**config.mk**
```make
export PLATFORM = sky130hd
export DESIGN_NAME = header_extraction_flat
export DESIGN_NICKNAME = d
export VERILOG_FILES = /design/src/rtl/header_extraction_pkg.sv /design/src/rtl/header_extraction_if.sv /design/src/rtl/header_extraction_axis_register_slice.sv /design/src/rtl/header_extraction.sv /design/src/flat_wrapper.sv
export SDC_FILE = /design/constraint.sdc
export NUM_CORES = 2
export LEC_CHECK = 0
export BUFFER_PORTS_ARGS = -buffer_cell sky130_fd_sc_hd__buf_2
export CORE_AREA = 2 2 501 503
export DETAILED_ROUTE_END_ITERATION = 8
export DIE_AREA = 0 0 503 505
export SETUP_SLACK_MARGIN = 0.4
export SLEW_MARGIN = 20
export SYNTH_ARGS = -nofsm -noshare
export SYNTH_HDL_FRONTEND = slang
export SYNTH_HIERARCHICAL = 1
export SYNTH_SLANG_ARGS = --single-unit
```
**constraint.sdc**
```tcl
create_clock -name clock -period 19.2 [get_ports clock]
set_input_delay 1.92 -clock clock [delete_from_list [all_inputs] [get_ports clock]]
set_output_delay 1.92 -clock clock [all_outputs]
set_load 0.005 [all_outputs]
```
**src/rtl/header_extraction_pkg.sv**
```systemverilog
// Shared definitions for the header extraction block: FSM encodings,
// default geometry and the keep-vector helper used on the input side.
package header_extraction_pkg;

    // One-hot state encoding, 8 bits wide.
    typedef enum logic [7:0] {
        ST_HEADER = 8'h01,
        ST_STREAM = 8'h02,
        ST_FLUSH  = 8'h04
    } state_t;

    localparam int DEFAULT_BITS_PER_BEAT = 512;
    localparam int DEFAULT_HEADER_SIZE   = 112;
    localparam int BYTES_PER_BEAT        = DEFAULT_BITS_PER_BEAT / 8;
    localparam int BYTES_PER_HEADER      = DEFAULT_HEADER_SIZE / 8;

    // Widest keep vector the helper accepts; callers zero-extend into it.
    localparam int MAX_KEEP_W = 256;

    // True when any byte above the header region of a beat is enabled.
    function automatic logic keep_upper_nonzero(input logic [MAX_KEEP_W-1:0] keep,
                                                input int header_bytes);
        return |(keep >> header_bytes);
    endfunction

endpackage

```
**src/rtl/header_extraction_if.sv**
```systemverilog
// Stream and sideband bundle for header_extraction. The slave modport is
// the extractor itself; the master modport is the surrounding logic.
interface header_extraction_if
    import header_extraction_pkg::*;
#(
    parameter int BITS_PER_BEAT = DEFAULT_BITS_PER_BEAT,
    parameter int HEADER_SIZE   = DEFAULT_HEADER_SIZE
);
    localparam int BB = BITS_PER_BEAT / 8;

    logic                     tready_out;
    logic                     tvalid_in;
    logic [BITS_PER_BEAT-1:0] tdata_in;
    logic                     tlast_in;
    logic [BB-1:0]            tkeep_in;
    logic                     tready_in;
    logic                     tvalid_out;
    logic [BITS_PER_BEAT-1:0] tdata_out;
    logic                     tlast_out;
    logic [BB-1:0]            tkeep_out;
    logic [HEADER_SIZE-1:0]   header_data;
    logic                     header_valid;
    logic                     header_error;

    modport slave (
        input  tvalid_in, tdata_in, tlast_in, tkeep_in, tready_in,
        output tready_out, tvalid_out, tdata_out, tlast_out, tkeep_out,
        output header_data, header_valid, header_error
    );

    modport master (
        output tvalid_in, tdata_in, tlast_in, tkeep_in, tready_in,
        input  tready_out, tvalid_out, tdata_out, tlast_out, tkeep_out,
        input  header_data, header_valid, header_error
    );

endinterface

```
**src/rtl/header_extraction_axis_register_slice.sv**
```systemverilog
// Single-entry registered AXI-Stream stage. Accepts a beat whenever the
// register is empty or being drained in the same cycle.
module axis_register_slice #(
    parameter int DATA_W = 512,
    parameter int KEEP_W = 64
) (
    input  logic              clock,
    input  logic              reset,
    input  logic              in_valid,
    input  logic [DATA_W-1:0] in_data,
    input  logic [KEEP_W-1:0] in_keep,
    input  logic              in_last,
    output logic              in_ready,
    output logic              out_valid,
    output logic [DATA_W-1:0] out_data,
    output logic [KEEP_W-1:0] out_keep,
    output logic              out_last,
    input  logic              out_ready
);

    assign in_ready = !out_valid || out_ready;

    // Output register: load on free slot, otherwise hold while stalled.
    always_ff @(posedge clock or posedge reset) begin
        if (reset) begin
            out_valid <= 1'b0;
            out_data  <= '0;
            out_keep  <= '0;
            out_last  <= 1'b0;
        end else if (in_ready) begin
            out_valid <= in_valid;
            if (in_valid) begin
                out_data <= in_data;
                out_keep <= in_keep;
                out_last <= in_last;
            end
        end
    end

endmodule

```
**src/rtl/header_extraction.sv**
```systemverilog
// Strips the leading header bytes of each AXI-Stream packet onto a
// sideband port and realigns the remaining payload down to byte 0.
module header_extraction
    import header_extraction_pkg::*;
#(
    parameter int BITS_PER_BEAT = DEFAULT_BITS_PER_BEAT,
    parameter int HEADER_SIZE   = DEFAULT_HEADER_SIZE
) (
    input  logic              clock,
    input  logic              reset,
    header_extraction_if.slave bus
);

    localparam int B   = BITS_PER_BEAT;
    localparam int H   = HEADER_SIZE;
    localparam int BB  = B / 8;
    localparam int HB  = H / 8;
    localparam int RW  = B - H;
    localparam int RKW = BB - HB;

    state_t state_q, state_d;

    logic [RW-1:0]  resid_data;
    logic [RKW-1:0] resid_keep;
    logic [H-1:0]   hdr_data_q;
    logic           hdr_vld_q, hdr_err_q;

    logic slice_ready, accept, upper_nz, lower_full;

    logic          emit_vld_p0, emit_last_p0;
    logic [B-1:0]  emit_data_p0;
    logic [BB-1:0] emit_keep_p0;
    logic          resid_load_p0, hdr_load_p0, hdr_vld_p0, hdr_err_p0;

    assign bus.tready_out = !reset && (state_q != ST_FLUSH) && slice_ready;
    assign accept         = bus.tvalid_in && bus.tready_out;
    assign upper_nz       = keep_upper_nonzero(MAX_KEEP_W'(bus.tkeep_in), HB);
    assign lower_full     = &bus.tkeep_in[HB-1:0];

    // State register.
    always_ff @(posedge clock or posedge reset) begin
        if (reset) state_q <= ST_HEADER;
        else       state_q <= state_d;
    end

    // Next-state: a trailing beat needing a flush diverts through FLUSH.
    always_comb begin
        state_d = state_q;
        case (state_q)
            ST_HEADER: if (accept && !bus.tlast_in) state_d = ST_STREAM;
            ST_STREAM: if (accept && bus.tlast_in)  state_d = upper_nz ? ST_FLUSH : ST_HEADER;
            ST_FLUSH:  if (slice_ready)             state_d = ST_HEADER;
            default:                                state_d = ST_HEADER;
        endcase
    end

    // Output decode: what to emit, and when residue/header registers load.
    always_comb begin
        emit_vld_p0   = 1'b0;
        emit_last_p0  = 1'b0;
        emit_data_p0  = '0;
        emit_keep_p0  = '0;
        resid_load_p0 = 1'b0;
        hdr_load_p0   = 1'b0;
        hdr_vld_p0    = 1'b0;
        hdr_err_p0    = 1'b0;
        case (state_q)
            ST_HEADER: begin
                if (accept) begin
                    resid_load_p0 = 1'b1;
                    hdr_load_p0   = 1'b1;
                    if (!bus.tlast_in) begin
                        hdr_vld_p0 = 1'b1;
                    end else if (upper_nz) begin
                        hdr_vld_p0   = 1'b1;
                        emit_vld_p0  = 1'b1;
                        emit_last_p0 = 1'b1;
                        emit_data_p0 = {{H{1'b0}}, bus.tdata_in[B-1:H]};
                        emit_keep_p0 = {{HB{1'b0}}, bus.tkeep_in[BB-1:HB]};
                    end else if (!lower_full) begin
                        // Runt: packet ends before the header is complete.
                        hdr_err_p0 = 1'b1;
                    end else begin
                        hdr_vld_p0 = 1'b1;
                    end
                end
            end
            ST_STREAM: begin
                if (accept) begin
                    resid_load_p0 = 1'b1;
                    emit_vld_p0   = 1'b1;
                    emit_last_p0  = bus.tlast_in && !upper_nz;
                    emit_data_p0  = {bus.tdata_in[H-1:0], resid_data};
                    emit_keep_p0  = {bus.tkeep_in[HB-1:0], resid_keep};
                end
            end
            ST_FLUSH: begin
                emit_vld_p0  = 1'b1;
                emit_last_p0 = 1'b1;
                emit_data_p0 = {{H{1'b0}}, resid_data};
                emit_keep_p0 = {{HB{1'b0}}, resid_keep};
            end
            default: ;
        endcase
    end

    // Residue carried into the next output beat, plus header sideband.
    always_ff @(posedge clock or posedge reset) begin
        if (reset) begin
            resid_data <= '0;
            resid_keep <= '0;
            hdr_data_q <= '0;
            hdr_vld_q  <= 1'b0;
            hdr_err_q  <= 1'b0;
        end else begin
            if (resid_load_p0) begin
                resid_data <= bus.tdata_in[B-1:H];
                resid_keep <= bus.tkeep_in[BB-1:HB];
            end
            if (hdr_load_p0) hdr_data_q <= bus.tdata_in[H-1:0];
            hdr_vld_q <= hdr_vld_p0;
            hdr_err_q <= hdr_err_p0;
        end
    end

    assign bus.header_data  = hdr_data_q;
    assign bus.header_valid = hdr_vld_q;
    assign bus.header_error = hdr_err_q;

    axis_register_slice #(.DATA_W(B), .KEEP_W(BB)) u_out_slice (
        .clock     (clock),
        .reset     (reset),
        .in_valid  (emit_vld_p0),
        .in_data   (emit_data_p0),
        .in_keep   (emit_keep_p0),
        .in_last   (emit_last_p0),
        .in_ready  (slice_ready),
        .out_valid (bus.tvalid_out),
        .out_data  (bus.tdata_out),
        .out_keep  (bus.tkeep_out),
        .out_last  (bus.tlast_out),
        .out_ready (bus.tready_in)
    );

endmodule

```
**src/flat_wrapper.sv**
```systemverilog
// flat-port wrapper written by rule: the top's interface ports become plain ports
module header_extraction_flat import header_extraction_pkg::*;
#(
    parameter int BITS_PER_BEAT = DEFAULT_BITS_PER_BEAT,
    parameter int HEADER_SIZE   = DEFAULT_HEADER_SIZE
)
  (clock, reset, bus_tvalid_in, bus_tdata_in, bus_tlast_in, bus_tkeep_in, bus_tready_in, bus_tready_out, bus_tvalid_out, bus_tdata_out, bus_tlast_out, bus_tkeep_out, bus_header_data, bus_header_valid, bus_header_error);
  header_extraction_if #(.BITS_PER_BEAT(BITS_PER_BEAT), .HEADER_SIZE(HEADER_SIZE)) bus_i ();
  input  logic clock;
  input  logic reset;
  input wire logic [$bits(bus_i.tvalid_in)-1:0] bus_tvalid_in;
  input wire logic [$bits(bus_i.tdata_in)-1:0] bus_tdata_in;
  input wire logic [$bits(bus_i.tlast_in)-1:0] bus_tlast_in;
  input wire logic [$bits(bus_i.tkeep_in)-1:0] bus_tkeep_in;
  input wire logic [$bits(bus_i.tready_in)-1:0] bus_tready_in;
  output wire logic [$bits(bus_i.tready_out)-1:0] bus_tready_out;
  output wire logic [$bits(bus_i.tvalid_out)-1:0] bus_tvalid_out;
  output wire logic [$bits(bus_i.tdata_out)-1:0] bus_tdata_out;
  output wire logic [$bits(bus_i.tlast_out)-1:0] bus_tlast_out;
  output wire logic [$bits(bus_i.tkeep_out)-1:0] bus_tkeep_out;
  output wire logic [$bits(bus_i.header_data)-1:0] bus_header_data;
  output wire logic [$bits(bus_i.header_valid)-1:0] bus_header_valid;
  output wire logic [$bits(bus_i.header_error)-1:0] bus_header_error;
  assign bus_i.tvalid_in = bus_tvalid_in;
  assign bus_i.tdata_in = bus_tdata_in;
  assign bus_i.tlast_in = bus_tlast_in;
  assign bus_i.tkeep_in = bus_tkeep_in;
  assign bus_i.tready_in = bus_tready_in;
  assign bus_tready_out = bus_i.tready_out;
  assign bus_tvalid_out = bus_i.tvalid_out;
  assign bus_tdata_out = bus_i.tdata_out;
  assign bus_tlast_out = bus_i.tlast_out;
  assign bus_tkeep_out = bus_i.tkeep_out;
  assign bus_header_data = bus_i.header_data;
  assign bus_header_valid = bus_i.header_valid;
  assign bus_header_error = bus_i.header_error;
  header_extraction #(.BITS_PER_BEAT(BITS_PER_BEAT), .HEADER_SIZE(HEADER_SIZE)) u_core (.clock(clock), .reset(reset), .bus(bus_i));
endmodule
```
### After elaboration in Yosys (flattened, before gate mapping)

Cells that the tools add are included.

| operators by class | value |
|---|---|
| eq/ne operators | 7 |
| mux-type cells | 34 |
| reductions and logical operators | 16 |

Operators with widths:

| operator | number |
|---|---|
| 512-bit two-way mux | 3 |
| 512-bit one-hot mux with 3 select lines | 1 |
| 400-bit two-way mux | 1 |
| 64-bit two-way mux | 3 |
| 64-bit one-hot mux with 3 select lines | 1 |
| 50-bit two-way mux | 1 |
| 50-bit OR reduction | 1 |
| 8-bit two-way mux | 3 |
| 8-bit one-hot mux with 3 select lines | 1 |
| 1-bit two-way mux | 17 |
| 14-bit AND reduction | 1 |
| 8-bit by 1-bit equality test with 1-bit output (second input constant) | 1 |
| 8-bit by 2-bit equality test with 1-bit output (second input constant) | 1 |
| 8-bit by 3-bit equality test with 1-bit output (second input constant) | 1 |
| 8-bit by 3-bit inequality test with 1-bit output (second input constant) | 1 |
| 1-bit logical AND | 6 |
| 2-bit by 1-bit inequality test with 1-bit output (second input constant) | 3 |
| 1-bit one-hot mux with 3 select lines | 2 |
| 1-bit zero test | 4 |
| 3-bit two-way mux | 1 |
| 3-bit AND reduction | 1 |
| 2-bit AND reduction | 1 |
| 2-bit OR reduction | 1 |
| 1-bit logical OR | 1 |

| word-level totals | value |
|---|---|
| flip-flop bits (word level) | 1150 |
| bits of input ports | 581 |
| output and inout port bits | 693 |

### Logic depth before layout (Yosys ltp)

| depth | value |
|---|---|
| word-level depth | 7 |
| gate-level depth with buffers | 11 |
| mapped depth without buffers | 7 |

### By module

The synthesis kept the hierarchy.

By module, submodules not included:

| module | instances | cells an instance | area each (sq um) | sequential area each (sq um) |
|---|---|---|---|---|
| header_extraction | 1 | 2218 | 27328.7 | 14189.9 |
| axis_register_slice | 1 | 1222 | 21680.8 | 14463.9 |

### Worst setup path after synthesis

Ideal clock, no wire load.

| path | value |
|---|---|
| kind | input port to output port |
| start | input bus_tready_in |
| end | output bus_tready_out |
| arrival | 2.281 ns |
| required time | 17.280 ns |
| slack | 14.999 ns |
| stages on the path | 2 |
| path buffers | 0 |
| cells stage by stage | nand2b_4 nor3b_1 |

| between the ends | value |
|---|---|
| longest elaborated chain between the ends | 2 |

RTL lines:

| item | line | RTL |
|---|---|---|
| start: declaration | flat_wrapper.sv:15 | `input wire logic [$bits(bus_i.tready_in)-1:0] bus_tready_in;` |
| 1-bit logical OR | header_extraction_axis_register_slice.sv:21 | `assign in_ready = !out_valid \|\| out_ready;` |
| 1-bit logical AND | header_extraction.sv:35 | `assign bus.tready_out = !reset && (state_q != ST_FLUSH) && slice_ready;` |
| end: declaration | flat_wrapper.sv:16 | `output wire logic [$bits(bus_i.tready_out)-1:0] bus_tready_out;` |

Every way passes these cells.

### Final worst setup path

| path | value |
|---|---|
| start | input bus_tkeep_in[15] |
| end | register u_core.u_out_slice.out_data[141] |

| between the ends | value |
|---|---|
| longest elaborated chain between the ends | 6 |

RTL lines:

| item | line | RTL |
|---|---|---|
| start: declaration | flat_wrapper.sv:14 | `input wire logic [$bits(bus_i.tkeep_in)-1:0] bus_tkeep_in;` |
| 50-bit OR reduction | header_extraction_pkg.sv:23 | `return \|(keep >> header_bytes);` |
| 1-bit two-way mux | header_extraction.sv:74 | `end else if (upper_nz) begin` |
| 1-bit two-way mux | header_extraction.sv:72 | `if (!bus.tlast_in) begin` |
| 1-bit two-way mux | header_extraction.sv:69 | `if (accept) begin` |
| 1-bit one-hot mux with 3 select lines | header_extraction.sv:67 | `case (state_q)` |
| net u_core.emit_vld_p0 | header_extraction.sv:30 | `logic emit_vld_p0, emit_last_p0;` |
| 2-bit AND reduction (no line) | -- |  |
| end signal: assignment | header_extraction_axis_register_slice.sv:33 | `out_data <= in_data;` |
| end: declaration | header_extraction_axis_register_slice.sv:15 | `output logic [DATA_W-1:0] out_data,` |

The timed path passes the listed nets, and every way through them passes these cells.
A chain may end at the register's enable or synchronous reset.

==> metrics.md <==
| Metric | Value |
|---|---|
| Peak supply drop | 0.0717 mV |
| RSZ-0062 raised after global routing | false |
| Vias after detailed routing | roughly 35000 |
| Filler cells | 26100 |
| Clock-pin slew reported for the worst setup and hold paths after clock tree synthesis | 50 ps |
| Global placer's final weighted congestion | just over 0.9 |
| Accumulated negative setup slack | 0 ps |
| Number of global-route vias before repair | 36300 |
| Die outline area | between 200000 and 300000 um2 |
| Setup Slack @ Placement | 11680 ps |
| Endpoint required time on the critical path | 19850 ps |
| Power per Cell Area | 101 nW/um2 |
| Post-Synthesis Cell Area | roughly 49000 um2 |
| Final setup violating endpoints | 0 |
| Biggest fanout along the worst timing path | 90 |
| Prevailing post-synth register cell | sky130_fd_sc_hd__dfrtp_1 |
| H-tree depth reported by CTS | 4 |
| Area used by multi-input combinational logic | 18500 um2 |
| Hold Slack | 468 ps |
| Ranking of synthesized cells by area | sky130_fd_sc_hd__dfrtp_1, sky130_fd_sc_hd__mux2_2, sky130_fd_sc_hd__a32o_1, sky130_fd_sc_hd__nand2_1, sky130_fd_sc_hd__buf_6 |
| Capturing element type of the critical path | flop |
| CTS Sinks | 1145 |
| List of most frequent post-synthesis cells | sky130_fd_sc_hd__dfrtp_1, sky130_fd_sc_hd__mux2_2, sky130_fd_sc_hd__a32o_1 |
| Share of post-route cells with drive strength above 1 | 54.8% |
| Net count of the mapped netlist | 4021 |
| Design Area, Final | 62900 um2 |
| Number of buffers between clock root and the deepest sink | 3 |
| Number of rows in the core area | 183 |
| Startpoint type of the worst setup path | input port |
| Clock tree from TritonCTS | yes |
| Synth cell types | 36 |
| Most numerous cell in the Yosys netlist | sky130_fd_sc_hd__dfrtp_1 |
| Die extent in y | 505 um |
| Shortest period the worst path allows | 6850 ps |
| Highest Clock Rate | around 150 MHz |
| Crit Path Class | in2reg |
| Average detailed-routed wire length per instance | around 24 um |
| Leak | 30.9 nW |
| Number of nets still failing antenna checks after routing | 0 |
| Worst endpoint data arrival time | 7490 ps |
| Flip-flop and latch count after synthesis | 1145 |
| Post-detailed-placement cell area | 58200 um2 |
| Total instance count after detailed placement | a little under 8000 |
| Worst Max-Slew Pin Slew | approximately 1200 ps |
| Effective utilization at floorplan | 19.7% |
| Number of standard cells in the final layout excluding fillers | 8073 |
| CTS-repair resized insts | 0 |
| Final Hold Fails | 0 |
| Mapped Avg Cell Area | 14.2 um2 |
| Synth warn | 6 |
| Number of buffers created by CTS | 136 |
| CORE AREA | 248000 um2 |
| Final Net Count | 5190 |
| Fin crit share | 35.7% |
| Global-route wire length before repair | 269 mm |
| Result of the run | completed |
| Sequential area share after synthesis | 58.5% |
| Sequential cell area in the final layout | roughly 29000 um2 |
| Final wirelength | 192 mm |
| Hold crit path type | reg2reg |
| Maximum number of pins on one net before global-route repair | 159 |
| Pins Over Slew Limit | 0 |
| Post-CTS Setup Repair Bufs | 0 |
| Post-synth top area cell | sky130_fd_sc_hd__dfrtp_1 |
| Cell count after synthesis | 3440 |
| Area share of the leading cell type in the synthesized netlist | 58.4% |
| Clock latency on the worst-skew pair | 790 ps |
| Number of antenna violations at the first check in global routing | 81 |
| Hold-fix buffers, CTS | 0 |
| Total congestion overflow after global routing | 0 |
| Number of search-and-repair iterations in the first detailed-routing pass | 5 |
| Count of maximum capacitance violations | 0 |
| Initial detailed-routing violation count | 2447 |
| Die boundary width | just over 500 um |
| Total design power | about 6.4 mW |
| Detailed Place HPWL | 139 mm |
| Final core utilization | between 20 and 30% |
| Async SR Flop Fraction | 100% |
| Ports | 1274 |
| GRT Resource Usage Total | 14.4% |
| # DRC | 0 |
| PortBufs | 1273 |
| Number of enable flip-flop cells after synthesis | 0 |
| Root Buffer | sky130_fd_sc_hd__clkbuf_16 |
| Via-to-Cell Ratio | around 4.4 |
| Remaining max-slew budget at the tightest pin | about a fifth |
| Growth of design area from synthesis to finish | 28.2% |
| Smallest setup slack after layout | 12350 ps |
| Worst clock skew on the final layout | 41.3 ps |
## layout by cell type, fill, tap and decap left out, types with 6 or more instances in the layout
cell / count
sky130_fd_sc_hd__mux2_2: 1028
sky130_fd_sc_hd__nand2_1: 339
sky130_fd_sc_hd__and2_1: 126
sky130_fd_sc_hd__clkinv_2: 13
sky130_fd_sc_hd__nor4_1: 12
sky130_fd_sc_hd__a32o_1: 400
sky130_fd_sc_hd__clkbuf_8: 28
sky130_fd_sc_hd__buf_4: 44
sky130_fd_sc_hd__clkbuf_16: 136
sky130_fd_sc_hd__clkbuf_1: 27
sky130_fd_sc_hd__dfrtp_1: 1144
sky130_fd_sc_hd__a22o_1: 50
sky130_fd_sc_hd__buf_2: 1273
sky130_fd_sc_hd__inv_6: 6
sky130_fd_sc_hd__buf_12: 7
sky130_fd_sc_hd__diode_2: 31
sky130_fd_sc_hd__clkinvlp_4: 7
## area by class of cell
class	count	area share (%)
clock inverters	50	1.07
multi-input cells	1998	29.4
repair buffers	1325	10.9
well taps	3330	6.63
clock buffers	191	6.19
inverters	3	0.0418
diodes	31	0.123
flip-flops and latches	1145	45.6
## worst max-delay path, cell delays in order
cell	delay, ps
sky130_fd_sc_hd__buf_2	120
sky130_fd_sc_hd__nor4_1	740
sky130_fd_sc_hd__nand4_1	170
sky130_fd_sc_hd__or4_4	690
sky130_fd_sc_hd__a21o_1	320
sky130_fd_sc_hd__nand2_8	600
sky130_fd_sc_hd__buf_4	800
sky130_fd_sc_hd__buf_4	650
sky130_fd_sc_hd__buf_4	750
sky130_fd_sc_hd__mux2_2	420
## worst paths after layout
path,start,endpoint,slack (ps),depth (start not counted)
min,u_core/bus.header_data[77]$_DFFE_PP0P_,u_core/bus.header_data[77]$_DFFE_PP0P_,470,2
max in group asynchronous,reset,u_core/u_out_slice/out_data[153]$_DFFE_PP0P_,14140,6
min in group asynchronous,reset,u_core/bus.header_data[52]$_DFFE_PP0P_,1310,2
min reg2reg,u_core/bus.header_data[77]$_DFFE_PP0P_,u_core/bus.header_data[77]$_DFFE_PP0P_,470,2
max reg2reg,u_core/u_out_slice/out_valid$_DFFE_PP0P_,u_core/u_out_slice/out_data[141]$_DFFE_PP0P_,13670,10
max,bus_tkeep_in[15],u_core/u_out_slice/out_data[141]$_DFFE_PP0P_,12350,10
## state kept, by name, summed over array words and instances, names as in the netlist
| signal | cells |
|---|---|
| u_core/u_out_slice/out_data | 512 |
| u_core/resid_data | 400 |
| u_core/bus.header_data | 112 |
| u_core/u_out_slice/out_keep | 64 |
| u_core/resid_keep | 50 |
| u_core/state_q | 3 |
| u_core/bus.header_error | 1 |
| u_core/bus.header_valid | 1 |
| u_core/u_out_slice/out_last | 1 |
| u_core/u_out_slice/out_valid | 1 |
## kinds of logic after synthesis
group,synth area share (%)
multiplexers,23.6
buffers and inverters,3.90
AO/OA/AOI/OAI,9.22
AND/OR/NAND/NOR,4.80
flip-flops,58.5
## routing by layer
metal  GRT usage, %  vias up  wire, um
li1               -    15100         -
met4           8.14       50     11000
met3           6.23      379     20400
met2           22.8     1525     87900
met5              0        -       310
met1           16.2    18200     72100
## report_power, final
group          switching [mW]  internal [mW]
combinational           0.401          0.408
clock                    1.14           1.51
sequential              0.174           2.75
total                    1.71           4.66
No activity file was read; power rests on OpenSTA's default activity.
